**src/rtl/gate_bist_pkg.sv**
```systemverilog
// Shared definitions for the gate-model BIST harness:
// response width, MISR feedback taps and controller state encoding.
package gate_bist_pkg;

    localparam int RESP_W = 10;

    // Polynomial x^10 + x^3 + 1: feedback enters bits 0 and 3
    localparam logic [RESP_W-1:0] MISR_TAPS = 10'h009;

    typedef enum logic [1:0] {
        IDLE = 2'd0,
        RUN  = 2'd1,
        DONE = 2'd2
    } state_e;

endpackage

```
**src/rtl/misr_core.sv**
```systemverilog
// Combinational next-state function of the Galois-form MISR.
// Shared between the response compactor and the upstream self-check.
module misr_core
    import gate_bist_pkg::*;
(
    input  logic [RESP_W-1:0] s,
    input  logic [RESP_W-1:0] r,
    output logic [RESP_W-1:0] n
);

    logic [RESP_W-1:0] fb;

    assign fb = s[RESP_W-1] ? MISR_TAPS : '0;
    assign n  = {s[RESP_W-2:0], 1'b0} ^ fb ^ r;

endmodule

```
**src/rtl/gate_response_misr.sv**
```systemverilog
// Response compactor: folds gate-model outputs into a MISR and
// compares the final signature against a golden value.
module gate_response_misr
    import gate_bist_pkg::*;
#(
    parameter logic [RESP_W-1:0] SEED  = 10'h000,
    parameter int                CNT_W = 16
) (
    input  logic              clk,
    input  logic              rst,
    input  logic              start,
    input  logic [CNT_W-1:0]  num_patterns,
    input  logic [RESP_W-1:0] expected_sig,
    input  logic              resp_valid,
    input  logic [RESP_W-1:0] resp,
    output logic              resp_ready,
    output logic              busy,
    output logic              done,
    output logic              pass,
    output logic [RESP_W-1:0] signature,
    output logic [CNT_W-1:0]  count
);

    state_e            state_q;
    logic [RESP_W-1:0] sig_q;
    logic [RESP_W-1:0] sig_d;
    logic [CNT_W-1:0]  cnt_q;
    logic [CNT_W-1:0]  cnt_d;
    logic [CNT_W-1:0]  npat_q;
    logic              pass_q;
    logic              accept;

    misr_core u_misr (
        .s (sig_q),
        .r (resp),
        .n (sig_d)
    );

    assign accept = resp_valid && (state_q == RUN);
    assign cnt_d  = cnt_q + CNT_W'(1);

    always_ff @(posedge clk or posedge rst) begin
        if (rst) begin
            state_q <= IDLE;
            sig_q   <= SEED;
            cnt_q   <= '0;
            npat_q  <= '0;
            pass_q  <= 1'b0;
        end else begin
            unique case (state_q)
                IDLE, DONE: begin
                    if (start) begin
                        sig_q <= SEED;
                        cnt_q <= '0;
                        if (num_patterns != '0) begin
                            npat_q  <= num_patterns;
                            pass_q  <= 1'b0;
                            state_q <= RUN;
                        end else begin
                            // Empty run: the seed itself is the signature
                            pass_q  <= (SEED == expected_sig);
                            state_q <= DONE;
                        end
                    end
                end
                RUN: begin
                    if (accept) begin
                        sig_q <= sig_d;
                        cnt_q <= cnt_d;
                        if (cnt_d == npat_q) begin
                            pass_q  <= (sig_d == expected_sig);
                            state_q <= DONE;
                        end
                    end
                end
                default: state_q <= IDLE;
            endcase
        end
    end

    // Outputs are pure decodes of registered state
    assign resp_ready = (state_q == RUN);
    assign busy       = (state_q == RUN);
    assign done       = (state_q == DONE);
    assign pass       = pass_q;
    assign signature  = sig_q;
    assign count      = cnt_q;

endmodule

```
**config.mk**
```make
export PLATFORM = sky130hd
export DESIGN_NAME = gate_response_misr
export DESIGN_NICKNAME = d
export VERILOG_FILES = /design/src/rtl/gate_bist_pkg.sv /design/src/rtl/misr_core.sv /design/src/rtl/gate_response_misr.sv
export SDC_FILE = /design/constraint.sdc
export NUM_CORES = 1
export LEC_CHECK = 0
export ABC_AREA = 1
export BUFFER_PORTS_ARGS = -buffer_cell sky130_fd_sc_hd__clkbuf_2
export CAP_MARGIN = 25
export CORE_MARGIN = 2
export CORE_UTILIZATION = 45
export DETAILED_ROUTE_END_ITERATION = 16
export PLACE_DENSITY = 0.7
export SLEW_MARGIN = 20
export SYNTH_ARGS = -nofsm -noshare
export SYNTH_HDL_FRONTEND = slang
export SYNTH_SLANG_ARGS = --single-unit
```
**constraint.sdc**
```tcl
create_clock -name clk -period 2.95 [get_ports clk]
set_input_delay 0.59 -clock clk [delete_from_list [all_inputs] [get_ports clk]]
set_output_delay 0.59 -clock clk [all_outputs]
set_load 0.02 [all_outputs]
```
## Word level (Yosys, flattened, before mapping)

Index checks and enable logic that the tools add are counted.

| word-level totals | value |
|---|---|
| register bits after elaboration | 45 |
| input port bits | 40 |
| output and inout bits | 30 |
| word-level logic and storage cells | 42 |

| cells by class | value |
|---|---|
| $add $sub $neg | 1 |
| eq/ne operators | 7 |
| muxes and demuxes | 17 |
| bitwise operators | 2 |
| reduce and logical (&&, ||, !) cells | 10 |

Operators with widths:

| kind | number |
|---|---|
| $mux 16 | 2 |
| $pmux 16 s2 | 1 |
| $mux 10 | 2 |
| $pmux 10 s2 | 1 |
| $xor 10x10->10 | 2 |
| $add 16x1->16 const B | 1 |
| $eq 16x16->1 | 1 |
| $reduce_bool 16->1 | 1 |
| $eq 10x10->1 | 1 |
| $logic_not 10->1 | 1 |
| $reduce_and 3->1 | 3 |
| $mux 2 | 4 |
| $mux 1 | 4 |
| $mux 4 | 1 |
| $ne 2x1->1 const B | 2 |
| $pmux 2 s2 | 1 |
| $reduce_and 4->1 | 1 |
| $eq 2x1->1 const B | 1 |
| $eq 2x2->1 const B | 1 |
| $logic_not 2->1 | 1 |
| $ne 2x2->1 const B | 1 |
| $pmux 1 s2 | 1 |
| $reduce_bool 2->1 | 1 |
| $reduce_or 2->1 | 1 |
| $logic_and 1x1->1 | 1 |

## Logic depth before layout (Yosys ltp)

| logic depth | value |
|---|---|
| depth in word-level cells | 7 |
| depth in mapped cells | 15 |

## Cells and area by module

Synthesis repeated with hierarchy kept, for this count alone.

| unflattened totals | value |
|---|---|
| cells, all modules | 383 |
| area total of the unflattened synthesis | 2723.9 sq um |

By module, submodules not included:

| module | instances | cells each | area an instance (sq um) | sequential area each (sq um) |
|---|---|---|---|---|
| gate_response_misr | 1 | 365 | 2607.5 | 1126.1 |
| misr_core | 1 | 18 | 116.4 | 0.0 |

## Least setup slack after synthesis

Ideal clock, no wire load.

| timing | value |
|---|---|
| path kind | reg-to-reg |
| start point | register cnt_q[0], in the netlist count[0] |
| end point | register pass_q, in the netlist pass |
| library setup time | 0.117 ns |
| arrival time | 1.768 ns |
| data required time | 2.833 ns |
| slack | 1.065 ns |
| cell stages (with the launch flop) | 13 |
| path buffers | 0 |
| cell sequence | dfrtp_1 ha_1 nand2_1 nor2_2 nand3_1 xnor3_1 nand2_1 nor2_1 nand3_2 nand2_2 nand2_1 nand2_1 nand2_1 |

| on the way | value |
|---|---|
| longest elaborated chain between the ends | 4 |

Ends and longest elaborated chain:

| what | RTL line | RTL |
|---|---|---|
| start: declaration | gate_response_misr.sv:27 | `logic [CNT_W-1:0] cnt_q;` |
| start signal: assignment | gate_response_misr.sv:69 | `cnt_q <= cnt_d;` |
| $add 16x1->16 | gate_response_misr.sv:40 | `assign cnt_d = cnt_q + CNT_W'(1);` |
| $eq 16x16->1 | gate_response_misr.sv:70 | `if (cnt_d == npat_q) begin` |
| $ne 2x1->1 (no line) | n/a |  |
| $reduce_and 4->1 (no line) | n/a |  |
| end signal: assignment | gate_response_misr.sv:61 | `pass_q <= (SEED == expected_sig);` |
| end signal: assignment | gate_response_misr.sv:71 | `pass_q <= (sig_d == expected_sig);` |
| end: declaration | gate_response_misr.sv:30 | `logic pass_q;` |

No other way between the ends.
A chain may end at the register's enable or synchronous reset.

## Worst setup path after layout

Ends and elaborated chain as after synthesis.

==> reports/results.tsv <==
stage	metric	value	unit
placed_design	dpl.hpwl	5034	µm
die	dieArea	6528	µm²
drt	first_pass_iters	4	
flow_run	maxCapViolations	0	
clock_tree	post_cts_buffers	0	
clock_tree	cts_buffers	5	
grt	grt_max_degree	46	
clock_tree	clk_latency	0.31	ns
worst_setup_path	r2r_slack	0.89	ns
worst_setup_path	r2r-end	pass	
power_and_ir_drop	swShare	38.31	%
power_and_ir_drop	p_sw	0.7537	mW
placed_design	io_buffers	69	
layout	final.fill_count	557	
timing	rsz0062_at_grt	no	
timing	hold_viol	0	
layout	stdcell_area	3191	µm²
power_and_ir_drop	power	1.967	mW
synthesis	yosysSeqAreaShare	42.43	%
worst_setup_path	crit_type	reg2reg	
die	placementRows	27	
worst_setup_path	cp.required	3.15	ns
clock_tree	cts_buffer_depth	2	
drt	ant_nets	0	
worst_setup_path	cpMaxStageDelayCell	dfrtp_1	
grt	grt_pass1_vias	2343	
synthesis	synth_cells	363	
synthesis	synth_flop_cell	dfrtp_1	
synthesis	synth-edff-count	0	
timing	setup_viol	0	
timing	min_period	2.058	ns
synthesis	yosysUniqueCellTypes	27	
synthesis	yosysWarnings	0	
power_and_ir_drop	pwr-share-clk	24.5	%
layout	most-common-layout-cells	nand2_1, clkbuf_2, dfrtp_1, inv_1, nand3_1	
power_and_ir_drop	p_int	1.214	mW
layout	drive_above_1_share	21.84	%
drt	avgViaCountPerCell	5.026	
timing	timing.fmax	0.4859	GHz
power_and_ir_drop	leakage	1.617	nW
power_and_ir_drop	power_frac_comb	33.4	%
synthesis	synth_async_sr_flop_share	100.0	%
worst_setup_path	crit_arrival	2.26	ns
clock_tree	clkSinkCount	45	
timing	drv_slew	0	
run_status	status	completed	
power_and_ir_drop	p_seq_share	42.1	%
placed_design	dpl_cell_area	3075	µm²
placed_design	place_congestion	0.8577	
layout	diodes	0	
timing	fin_setup_tns	0	ns
timing	layout_worst_path_cycle_share	69.76	%
layout	nNetsFinal	475	
drt	via_count	2548	
die	die_h	80.80	µm
layout	seq_area	1126	µm²
grt	grt_first_pass_wirelength	10920	µm
worst_setup_path	end_kind	register	
die	fp.dieW	80.80	µm
worst_setup_path	path_buf_inv	0	
drt	drc_errors	0	
drt	wl_per_cell	13.09	µm
worst_setup_path	critical_path.top_delay_family	simple AND/OR/NAND/NOR gates	
synthesis	netlist_area	2654	µm²
worst_setup_path	cp_slowest_stage_delay	0.47	ns
clock_tree	cts_max_level	2	
die	io_pins	70	
layout	final_common_cell	nand2_1	
layout	instances_no_fill	507	
timing	tightestPinTransition	0.5980	ns
timing	finClkSkew	0.01294	ns
worst_setup_path	rr_worst_depth	14	
die	start_util	47.32	%
synthesis	syn_area_per_cell	7.311	µm²
synthesis	syn_nets	404	
timing	max-slew-margin-rel	60.13	%
worst_setup_path	worstSetupStartpointType	register	
grt	gr-total-overflow	0	
worst_setup_path	path_cells	ha_1 -> nand3_1 -> nor2_1 -> nand4_1 -> nand2_1 -> nand2_1 -> nand2_1 -> nand2_1 -> nor2_2 -> nand3_2 -> nand2_2 -> nand2_1 -> nand2_1 -> nand2_1	
die	coreArea	5608	µm²
worst_setup_path	path_common_cell	nand2_1	
hold_path	hold_path_class	in2async	
clock_tree	tritoncts	yes	
worst_setup_path	path_max_fanout	7	
drt	first_iter_violations	127	
clock_tree	cts_resized	0	
layout	syn2layout_area_growth	20.23	%
synthesis	ys_seq_elements	45	
grt	antenna_found_initial	0	
power_and_ir_drop	vdd_ir_drop_max	0.2965	mV
drt	drt_wl_total	6635	µm
clock_tree	clock-root-buffer	clkbuf_8	
clock_tree	hold_buffers	0	
power_and_ir_drop	power_density	616.6	nW/µm²
clock_tree	clk_pin_slew_worst_paths	0.10	ns
placed_design	dp.cells	499	
worst_setup_path	rr_startpoint	count[0]	
grt	grt_usage	21.63	%
layout	multi_input_area	1334	µm²
cell usage after synthesis, drive strengths merged (2+ instances only):
library cell / count / area [µm²]
dfrtp: 45 / 1126
clkbuf: 5 / 18.77
nor2: 32 / 145.1
nand4: 5 / 31.28
nor3: 2 / 10.01
buf: 3 / 17.52
o21ai: 29 / 145.1
nand3: 30 / 155.1
inv: 41 / 153.9
xnor2: 10 / 87.58
xor2: 11 / 96.34
nand2: 122 / 467.9
nor4: 6 / 37.54
o22ai: 14 / 87.58
or2: 2 / 12.51
how the worst max path moves through the flow:
stage / start / to / slack [ns] / cells past startpoint
2_1_floorplan: count[0] / pass / 1.06 / 12
3_5_place_dp: num_patterns[13] / state_q[0] / 0.80 / 8
5_1_grt: count[0] / pass / 0.69 / 14
4_1_cts: count[0] / pass / 0.88 / 12
6_report: count[0] / pass / 0.89 / 14
3_3_place_gp: num_patterns[5] / state_q[0] / 0.88 / 8
per-layer routing:
| metal | share of wire, % | track usage [%] | vias to the layer above |
|---|---|---|---|
| met2 | 47 | 34.50 | 67 |
| met3 | 5.0 | 3.889 | 6 |
| met4 | 0.93 | 5.424 | 0 |
| met1 | 47 | 30.62 | 1156 |
| met5 | 0 | 0 | - |
| li1 | - | - | 1319 |
tightest hold or removal path, stage by stage:
cell	delay, ns
clkbuf_2	0.08
clkinv_1	0.03
buf_4	0.49
power groups by stage:
stage                     clock network [mW]  registers, mW  logic [mW]
after global routing                   0.527          0.844       0.743
after global placement                     0          0.838       0.649
final                                  0.482          0.828       0.658
after detailed placement                   0          0.839       0.661
after floorplan                            0          0.930       0.353
after CTS                              0.495          0.827       0.663
registers in the layout, indices dropped and copies added (netlist names):
register and count:
signature 10, state_q 2, count 16, npat_q 16, pass 1
logic make-up after synthesis:
group | count (synthesis) | synth area share, %
adders and majority gates | 1 | 0.4714
AOI/OAI and AO/OA | 45 | 9.335
and+or+nand+nor | 200 | 32.67
xor gates and xnor gates | 22 | 7.779
DFF | 45 | 42.43
buffers and inverters | 50 | 7.308
cell type report:
class                           count  area share [%]
Timing Repair Buffer               72           11.53
Sequential cell                    45           35.29
Multi-Input combinational cell    268           41.80
Clock inverter                      3           1.451
Inverter                           42           4.941
Tap cell                           72           2.824
Clock buffer                        5           2.157
per-stage QoR:
step                      hold WS, ns  setup slack [ns]  utilization, %
after floorplan                0.4564             1.065               -
after global placement         0.4855            0.8827           54.84
after detailed placement       0.4740            0.7999           54.84
after CTS                      0.4144            0.8763           56.89
after global routing           0.4465            0.6904           56.89
final                          0.4072            0.8921           56.89
(Power assumes the default switching activity.)
